[config.mk]
export PLATFORM = sky130hd
export DESIGN_NAME = smvm_stream
export DESIGN_NICKNAME = d
export VERILOG_FILES = /design/src/rtl/smvm_pkg.sv /design/src/rtl/smvm_mwfifo.sv /design/src/rtl/smvm_stream.sv
export SDC_FILE = /design/constraint.sdc
export NUM_CORES = 2
export LEC_CHECK = 0
export BUFFER_PORTS_ARGS = -buffer_cell sky130_fd_sc_hd__buf_2
export CAP_MARGIN = 30
export CORE_UTILIZATION = 25
export CTS_CLUSTER_DIAMETER = 50
export DETAILED_ROUTE_END_ITERATION = 12
export PLACE_DENSITY = 0.42
export RECOVER_POWER = 50
export SLEW_MARGIN = 15
export SYNTH_ARGS = -nofsm -noshare
export SYNTH_HDL_FRONTEND = slang
export SYNTH_HIERARCHICAL = 1
export SYNTH_SLANG_ARGS = --single-unit
[constraint.sdc]
create_clock -name clk -period 7.8 [get_ports clk]
set_input_delay 1.17 -clock clk [delete_from_list [all_inputs] [get_ports clk]]
set_output_delay 1.17 -clock clk [all_outputs]
set_load 0.01 [all_outputs]
[src/rtl/smvm_pkg.sv]
// Shared FSM encoding and width derivations for the streaming sparse
// matrix-vector multiplier.
package smvm_pkg;

  typedef enum logic [1:0] {
    S_IDLE     = 2'd0,
    S_VEC_LOAD = 2'd1,
    S_MAT      = 2'd2,
    S_DRAIN    = 2'd3
  } state_t;

  // Row result width: full product plus headroom for 2**CW terms.
  function automatic int calc_aw(input int vw, input int cw);
    return 2 * vw + cw;
  endfunction

  function automatic int calc_pw(input int fd);
    return (fd > 1) ? $clog2(fd) : 1;
  endfunction

endpackage

[src/rtl/smvm_mwfifo.sv]
// Result FIFO: accepts up to K sparse-enabled words per cycle (compacted in
// lane order) and presents its head through a registered output stage.
module smvm_mwfifo
  import smvm_pkg::*;
#(
  parameter int K  = 4,
  parameter int AW = 23,
  parameter int FD = 16,
  localparam int PW = calc_pw(FD)
) (
  input  logic            clk,
  input  logic            rst,
  input  logic [K-1:0]    wr_en,
  input  logic [K*AW-1:0] wr_data,
  input  logic [K-1:0]    wr_last,
  output logic [PW:0]     count,
  output logic            out_valid,
  input  logic            out_ready,
  output logic [AW-1:0]   out_data,
  output logic            out_last
);

  logic [AW:0]   mem [FD];
  logic [PW-1:0] wr_ptr;
  logic [PW-1:0] rd_ptr;
  logic [PW-1:0] wr_idx [K];
  logic [PW:0]   n_wr;
  logic          pop;

  // Each enabled lane lands at the write pointer plus the number of enabled lanes below it.
  always_comb begin
    n_wr = '0;
    for (int k = 0; k < K; k++) begin
      wr_idx[k] = wr_ptr + n_wr[PW-1:0];
      n_wr      = n_wr + {{PW{1'b0}}, wr_en[k]};
    end
  end

  assign pop = (count != '0) && (!out_valid || out_ready);

  always_ff @(posedge clk) begin
    for (int k = 0; k < K; k++) begin
      if (wr_en[k]) begin
        mem[wr_idx[k]] <= {wr_last[k], wr_data[k*AW +: AW]};
      end
    end
  end

  always_ff @(posedge clk or posedge rst) begin
    if (rst) begin
      wr_ptr    <= '0;
      rd_ptr    <= '0;
      count     <= '0;
      out_valid <= 1'b0;
      out_data  <= '0;
      out_last  <= 1'b0;
    end else begin
      wr_ptr <= wr_ptr + n_wr[PW-1:0];
      count  <= count + n_wr - {{PW{1'b0}}, pop};
      if (pop) begin
        rd_ptr                <= rd_ptr + PW'(1);
        out_valid             <= 1'b1;
        {out_last, out_data}  <= mem[rd_ptr];
      end else if (out_ready) begin
        out_valid <= 1'b0;
      end
    end
  end

endmodule

[src/rtl/smvm_stream.sv]
// Streaming sparse matrix-vector multiply: loads a dense vector, then consumes
// K-lane nonzero beats and emits one signed dot product per matrix row.
module smvm_stream
  import smvm_pkg::*;
#(
  parameter int K  = 4,
  parameter int VW = 8,
  parameter int CW = 7,
  parameter int FD = 16,
  localparam int AW = calc_aw(VW, CW),
  localparam int NW = $clog2(K) + 1,
  localparam int PW = calc_pw(FD)
) (
  input  logic            clk,
  input  logic            rst,
  input  logic            cfg_valid,
  input  logic [CW:0]     cfg_cols,
  input  logic            vec_valid,
  output logic            vec_ready,
  input  logic [VW-1:0]   vec_data,
  input  logic            nz_valid,
  output logic            nz_ready,
  input  logic [NW-1:0]   nz_cnt,
  input  logic [K*VW-1:0] nz_val,
  input  logic [K*CW-1:0] nz_col,
  input  logic [K-1:0]    nz_eor,
  input  logic            nz_last,
  output logic            out_valid,
  input  logic            out_ready,
  output logic [AW-1:0]   out_data,
  output logic            out_last,
  output logic            err
);

  function automatic logic [2*VW-1:0] smul(input logic [VW-1:0] a, input logic [VW-1:0] b);
    logic [2*VW-1:0] ea;
    logic [2*VW-1:0] eb;
    ea = {{VW{a[VW-1]}}, a};
    eb = {{VW{b[VW-1]}}, b};
    return ea * eb;
  endfunction

  state_t          state;
  logic [CW:0]     cols;
  logic [CW:0]     vec_cnt;
  logic [VW-1:0]   vram [2**CW];

  logic [K-1:0]    lane_on, lane_in_rng, lane_eor, lane_last;
  logic            accept;
  int              used;

  logic            s0_v;
  logic [VW-1:0]   s0_val [K];
  logic [VW-1:0]   s0_vec [K];
  logic [K-1:0]    s0_act, s0_eor, s0_last;
  logic            s1_v;
  logic [2*VW-1:0] s1_prod [K];
  logic [K-1:0]    s1_eor, s1_last;
  logic [AW-1:0]   acc, run;

  logic [K-1:0]    fifo_wr_en, fifo_wr_last;
  logic [K*AW-1:0] fifo_wr_data;
  logic [PW:0]     fifo_count;

  // The final lane of an nz_last beat always closes the open row.
  always_comb begin
    for (int k = 0; k < K; k++) begin
      lane_on[k]     = (k < int'(nz_cnt));
      lane_in_rng[k] = ({1'b0, nz_col[k*CW +: CW]} < cols);
      lane_last[k]   = nz_last && (k == int'(nz_cnt) - 1);
      lane_eor[k]    = lane_on[k] && (nz_eor[k] || lane_last[k]);
    end
  end

  // Reserve room for beats already inside the pipeline before accepting more.
  always_comb begin
    used     = int'(fifo_count) + K * (int'(s0_v) + int'(s1_v));
    nz_ready = (state == S_MAT) && (used + 2 * K <= FD);
  end

  assign vec_ready = (state == S_VEC_LOAD);
  assign accept    = nz_valid && nz_ready;

  always_ff @(posedge clk) begin
    if (state == S_VEC_LOAD && vec_valid) begin
      vram[vec_cnt[CW-1:0]] <= vec_data;
    end
  end

  always_ff @(posedge clk or posedge rst) begin
    if (rst) begin
      state   <= S_IDLE;
      cols    <= '0;
      vec_cnt <= '0;
      err     <= 1'b0;
    end else begin
      case (state)
        S_IDLE: begin
          if (cfg_valid) begin
            cols    <= cfg_cols;
            vec_cnt <= '0;
            err     <= 1'b0;
            state   <= S_VEC_LOAD;
          end
        end
        S_VEC_LOAD: begin
          if (vec_valid) begin
            vec_cnt <= vec_cnt + {{CW{1'b0}}, 1'b1};
            if (vec_cnt == cols - {{CW{1'b0}}, 1'b1}) state <= S_MAT;
          end
        end
        S_MAT: begin
          if (accept) begin
            if (|(lane_on & ~lane_in_rng)) err <= 1'b1;
            if (nz_last) state <= S_DRAIN;
          end
        end
        S_DRAIN: begin
          if (!s0_v && !s1_v && fifo_count == '0 && !out_valid) state <= S_IDLE;
        end
        default: state <= S_IDLE;
      endcase
    end
  end

  // Stage 0 fetches vector operands; stage 1 registers the products.
  always_ff @(posedge clk or posedge rst) begin
    if (rst) begin
      s0_v    <= 1'b0;
      s1_v    <= 1'b0;
      s0_act  <= '0;
      s0_eor  <= '0;
      s0_last <= '0;
      s1_eor  <= '0;
      s1_last <= '0;
      acc     <= '0;
      for (int k = 0; k < K; k++) begin
        s0_val[k]  <= '0;
        s0_vec[k]  <= '0;
        s1_prod[k] <= '0;
      end
    end else begin
      s0_v <= accept;
      if (accept) begin
        s0_act  <= lane_on & lane_in_rng;
        s0_eor  <= lane_eor;
        s0_last <= lane_last;
        for (int k = 0; k < K; k++) begin
          s0_val[k] <= nz_val[k*VW +: VW];
          s0_vec[k] <= vram[nz_col[k*CW +: CW]];
        end
      end
      s1_v <= s0_v;
      if (s0_v) begin
        s1_eor  <= s0_eor;
        s1_last <= s0_last;
        for (int k = 0; k < K; k++) begin
          s1_prod[k] <= s0_act[k] ? smul(s0_val[k], s0_vec[k]) : '0;
        end
      end
      if (s1_v) acc <= run;
    end
  end

  // Segmented scan: run carries the open row; each closing lane emits and restarts it.
  always_comb begin
    run          = acc;
    fifo_wr_en   = '0;
    fifo_wr_last = '0;
    fifo_wr_data = '0;
    for (int k = 0; k < K; k++) begin
      run = run + {{CW{s1_prod[k][2*VW-1]}}, s1_prod[k]};
      if (s1_v && s1_eor[k]) begin
        fifo_wr_en[k]             = 1'b1;
        fifo_wr_last[k]           = s1_last[k];
        fifo_wr_data[k*AW +: AW]  = run;
        run                       = '0;
      end else begin
        fifo_wr_en[k] = 1'b0;
      end
    end
  end

  smvm_mwfifo #(
    .K  (K),
    .AW (AW),
    .FD (FD)
  ) u_fifo (
    .clk       (clk),
    .rst       (rst),
    .wr_en     (fifo_wr_en),
    .wr_data   (fifo_wr_data),
    .wr_last   (fifo_wr_last),
    .count     (fifo_count),
    .out_valid (out_valid),
    .out_ready (out_ready),
    .out_data  (out_data),
    .out_last  (out_last)
  );

endmodule

---- After elaboration in Yosys (flattened, before gate mapping) ----
Memory sizes are Yosys's and may differ from the RTL's. A register that Yosys moved wholly into a read port is not among the register bits.
Cells that the tools add are included.
word-level totals
  memories kept ........................... 2
  flip-flop bits (word level) ............. 174
  output and inout bits ................... 28
  input port bits ......................... 90
  memory bits (writable) .................. 1408
  logic and storage cells ................. 161
operators by class
  multipliers ............................. 4
  order comparisons ....................... 9
  reductions and logical operators ........ 39
  bitwise logic cells ..................... 3
  equal/unequal tests ..................... 14
  mux-type cells .......................... 46
  add/sub/neg operators ................... 20
memory list
  memory      depth  width  read ports  clocked after memory_dff  wr ports  line               RTL
  vram        128    8      4           4                         1         smvm_stream.sv:46  logic [VW-1:0] vram [2**CW];
  u_fifo.mem  16     24     1           1                         4         smvm_mwfifo.sv:23  logic [AW:0] mem [FD];
operators with widths
  operator                                                                           count
  23-bit 2-to-1 mux                                                                  8
  23-bit adder                                                                       4
  8-bit by 8-bit multiplier with 16-bit output                                       4
  16-bit 2-to-1 mux                                                                  4
  32-bit logical NOT                                                                 1
  7-bit by 8-bit less-than comparator with 1-bit output                              4
  1-bit 2-to-1 mux                                                                   23
  1-bit logical AND                                                                  19
  8-bit 2-to-1 mux                                                                   2
  8-bit case mux with 2 select lines                                                 1
  4-bit adder                                                                        3
  2-bit 2-to-1 mux                                                                   6
  5-bit by 1-bit adder with 5-bit output                                             2
  2-bit != test (second input constant)                                              5
  8-bit by 1-bit adder with 8-bit output (second input constant)                     1
  4-bit bitwise AND                                                                  2
  3-bit by 4-bit equality test with 1-bit output (first input constant)              2
  8-bit equality test                                                                1
  2-bit case mux with 4 select lines                                                 1
  8-bit by 1-bit subtractor with 8-bit output (second input constant)                1
  6-bit by 4-bit adder with 7-bit output (second input constant)                     1
  7-bit by 5-bit less-or-equal comparator with 1-bit output (second input constant)  1
  5-bit by 4-bit adder with 6-bit output                                             1
  1-bit by 3-bit less-than comparator with 1-bit output (first input constant)       2
  24 further kinds                                                                   36

---- Logic depth before layout (Yosys ltp) ----
  depth after elaboration ................. 8
  mapped depth ............................ 42
  depth with buffers taken out ............ 40

---- Cells and area by module ----
The synthesis kept the hierarchy.
modules (own cells, without submodules)
  module       cells an instance  area each (µm²)  seq. area each (µm²)  times used
  smvm_stream  5380               85663.4          35554.1               1
  smvm_mwfifo  2703               28582.4          12482.0               1

---- Worst setup path before layout ----
OpenSTA, ideal clock, no wires.
  path kind ............................... register to register
  start ................................... reg s1_prod[48] (netlist name)
  end ..................................... mem u_fifo/mem[2][22] (netlist name) (data pin)
  cell stages (with the launch flop) ...... 41
  setup time .............................. 0.169 ns
  arrival ................................. 7.387 ns
  data required time ...................... 7.631 ns
  period minus slack after synthesis ...... 7.556 ns
  path slack .............................. 0.244 ns
  buffers on the path ..................... 2
  cells stage by stage .................... dfrtp_1 ha_1 fa_1 a211oi_2 o21bai_1 a21oi_1 nand2b_1 nand2b_1 a21oi_1 xor2_1 nor2_1 ha_1 nand2_1 or2_2 o21ai_1 nor2b_1 o21a_1 nor4_1 [... 5 more ...] a21o_1 a21oi_1 nor2_1 a311o_1 xnor2_1 nor2_1 ha_1 a21o_1 a21oi_1 o21ai_1 a21oi_1 xnor2_1 or3_1 a21oi_1 buf_1 clkbuf_1 nand2_1 o31ai_1
RTL lines
  item                              line                RTL
  start: declaration                smvm_stream.sv:57   logic [2*VW-1:0] s1_prod [K];
  start signal: indexed assignment  smvm_stream.sv:158  s1_prod[k] <= s0_act[k] ? smul(s0_val[k], s0_vec[k]) : '0;
  end: declaration                  smvm_mwfifo.sv:23

==> impl_metrics.csv <==
group,metric,value,unit
placed_design,gp_congestion,0.8886,
critical_path,critPathMostFrequentCell,"a21oi_2",
timing,fin_crit,7.556,ns
yosys,synthArstFlopShare,14.04,%
yosys,synthesis.nets,8664,
global_route,antenna_found_initial,36,
pwr,ir_drop,0.2138,mV
global_route,grt_use_total,21.03,%
critical_path,cp.required,8.56,ns
yosys,synthTopCellsByCount,"mux4_2, edfxtp_1, nand2_1",
yosys,yosysMostFrequentCell,"mux4_2",
die,die_height,678.0,µm
yosys,ys_top_cells_by_area,"edfxtp_1, mux4_2, dfrtp_1",
timing,holdWs,0.4785,ns
critical_path,cp_max_fo,8,
critical_path,endpoint_kind,"flip-flop",
clock_network,clk_pin_slew,0.06,ns
yosys,synth_edf_count,1408,
cells_and_area,fill_cells,45120,
yosys,ys_seq_elements,1638,
die,start_util,25.18,%
placed_design,dpl.cell_count,13910,
placed_design,placed_area,124000,µm²
critical_path,cp_slowest_stage_delay,0.41,ns
critical_path,crit_type,"reg2reg",
min_path,whs_path_depth,2,
die,ioPinCount,118,
placed_design,dpl.hpwl,321100,µm
cells_and_area,finalNonFillerCells,14470,
yosys,yosys.area.top_type,"edfxtp_1",
timing,worst_pin_slew,3.858,ns
clock_network,cts-root-buf,"clkbuf_16",
drt,viasPerCell,5.749,
timing,max_slew_margin,-157.2,%
clock_network,clockBufferDepth,4,
timing,drv_slew,1436,
cells_and_area,nNetsFinal,8830,
yosys,syn_area_per_cell,14.13,µm²
drt,first_pass_iters,6,
drt,ant_nets,0,
die,core,453700,µm²
timing,clock.fmax,0.1323,GHz
drt,drc,0,
yosys,synth.distinct_cells,95,
clock_network,tritoncts,"built",
drt,routed_wl,495000,µm
timing,setup_viol,0,
clock_network,clk_latency,0.94,ns
critical_path,reg2reg_depth,40,
yosys,synth_top_area_share,37.01,%
min_path,hold_class,"reg2reg",
yosys,yosysWarnings,6,
yosys,syn-cell-area,114200,µm²
global_route,grt_overflow,0,
pwr,p_total,26770,µW
die,die_w,678.0,µm
timing,clock_skew,0.06114,ns
timing,timing.final.crit_share,96.87,%
cells_and_area,final_area,134500,µm²
timing,finalHoldViolCount,0,
die,die-area,459700,µm²
job,maxCapViolCount,28,
drt,drt-wirelength-per-cell,34.22,µm
pwr,leakagePower,0.04452,µW
clock_network,clock_sinks,1638,
die,num_rows,247,
drt,vias,83180,
drt,first_iter_violations,10290,
critical_path,arrival,8.32,ns
clock_network,cts_made_buffers,288,
cells_and_area,drive_gt1_share,32.33,%
clock_network,ctsHoldBuffers,0,
status,status,"finished, violations left",
placed_design,port_buffers,117,
yosys,synthCells,8083,
timing,rsz0062_at_grt,"yes",
cells_and_area,syn_to_final_growth,17.74,%
yosys,seq_area_frac_synth,42.05,%
clock_network,cts_htree_levels,5,
global_route,grt_pass1_vias,84140,
status,violations,"capacitance limit, slew limit",
global_route,grt_max_degree,122,
critical_path,crit_slowest_cell,"dfrtp_1",
critical_path,startpoint_type,"flip-flop",
timing,fin_tns_setup,0,ns
yosys,synthFlopType,"edfxtp_1",
pwr,powerDensity,199.0,nW/µm²
global_route,grt_pass1_wl,686700,µm
## stage by stage
step	util, %	worst slack [ns]
finish	29.65	0.2441
global route	29.64	-0.2634
CTS	29.60	0.001015
detailed placement	27.34	-0.1133
global placement	27.21	-0.2722
floorplan	-	0.2443
## cell type report
class / count / area [µm²] / area share (%)
Clock inverter: 189 / 2570 / 1.911
Antenna cell: 12 / 30.03 / 0.02232
Clock buffer: 331 / 7609 / 5.656
Timing Repair Buffer: 643 / 5084 / 3.779
Sequential cell: 1638 / 48040 / 35.72
Multi-Input combinational cell: 5314 / 62330 / 46.34
Inverter: 364 / 1368 / 1.017
Tap cell: 5976 / 7477 / 5.559
## what timing repair did
| item | in CTS | in global routing |
|---|---|---|
| pin swaps | 10 | 54 |
| setup endpoints to repair | 16 | 142 |
| buffers inserted | 7 | 11 |
| cloned | 1 | 0 |
| endpoints found under the hold margin | 0 | 0 |
| resized for setup | 11 | 74 |
## critical path: cells and delay by family (launching register included)
family / cells / cell delay, ns
buffers and inverters: 3 / 0.45
AOI/OAI and AO/OA: 14 / 2.23
and+or+nand+nor: 14 / 1.99
xor gates and xnor gates: 4 / 0.69
DFF: 1 / 0.41
adders and majority gates: 5 / 1.61
## where the power goes
| part | internal, µW | switching (µW) | leakage, µW |
|---|---|---|---|
| combinational | 1300 | 1960 | 0.0247 |
| clock | 8660 | 4980 | 0.00489 |
| sequential | 9630 | 235 | 0.0149 |
| total | 19600 | 7170 | 0.0445 |
## flip-flops by register name (all words and copies together) (netlist names)
name,flops
vram,1024
u_fifo/mem,384
s1_prod,64
s0_val,32
s0_vec,32
acc,23
u_fifo/out_data,23
cols,8
vec_cnt,8
u_fifo/count,5
s0_act,4
s0_eor,4
s0_last,4
s1_eor,4
s1_last,4
u_fifo/rd_ptr,4
u_fifo/wr_ptr,4
state,2
err,1
s0_v,1
s1_v,1
u_fifo/out_last,1
u_fifo/out_valid,1
## cells by family after synthesis
kind of cell / count (synthesis) / share of synthesized area [%]
xor gates and xnor gates: 179 / 1.429
AOI/OAI and AO/OA: 1449 / 9.348
and+or+nand+nor: 1655 / 6.696
muxes: 1540 / 29.59
DFF: 1638 / 42.05
adders and majority gates: 491 / 6.882
buffers and inverters: 1131 / 4.004
## layout by cell type (no fill, tap or decap), types with 42 or more instances in the layout
cell       count
nand2b_1      44
xor2_1        58
nand2_1      552
buf_2         67
o2bb2ai_1    212
xnor2_1      115
bufinv_16     48
mux4_2      1464
mux2_2        42
o31ai_1      199
dfrtp_1      227
and2_1       230
o21ai_0      226
o21ai_1      112
inv_1        357
a221oi_1     385
a21oi_1       87
buf_4        405
fa_1         228
clkbuf_16    296
and3_1        46
ha_1         261
nor2_1       515
edfxtp_1    1408
a21o_1        52
clkbuf_1     121
nand3_1       44
## metal layers
metal / vias to the layer above / part of all wire (%) / global-route usage (%)
met5: - / 0.042 / 0
met4: 32 / 6.1 / 10.81
met3: 1396 / 9.2 / 4.947
met2: 5116 / 47 / 34.55
met1: 43500 / 37 / 25.76
li1: 33130 / - / -
## path summary, 6_finish.rpt
kind	start	endpoint	slack (ns)
hold reg to reg	s0_last[3]	s0_last[3]	0.48
min in group asynchronous	rst	u_fifo/out_valid	1.25
hold / removal	s0_last[3]	s0_last[3]	0.48
setup / recovery	acc[0]	u_fifo/mem[6][22]	0.24
setup reg to reg	acc[0]	u_fifo/mem[6][22]	0.24
max in group asynchronous	rst	s0_val[9]	1.99
(Power assumes the default switching activity.)
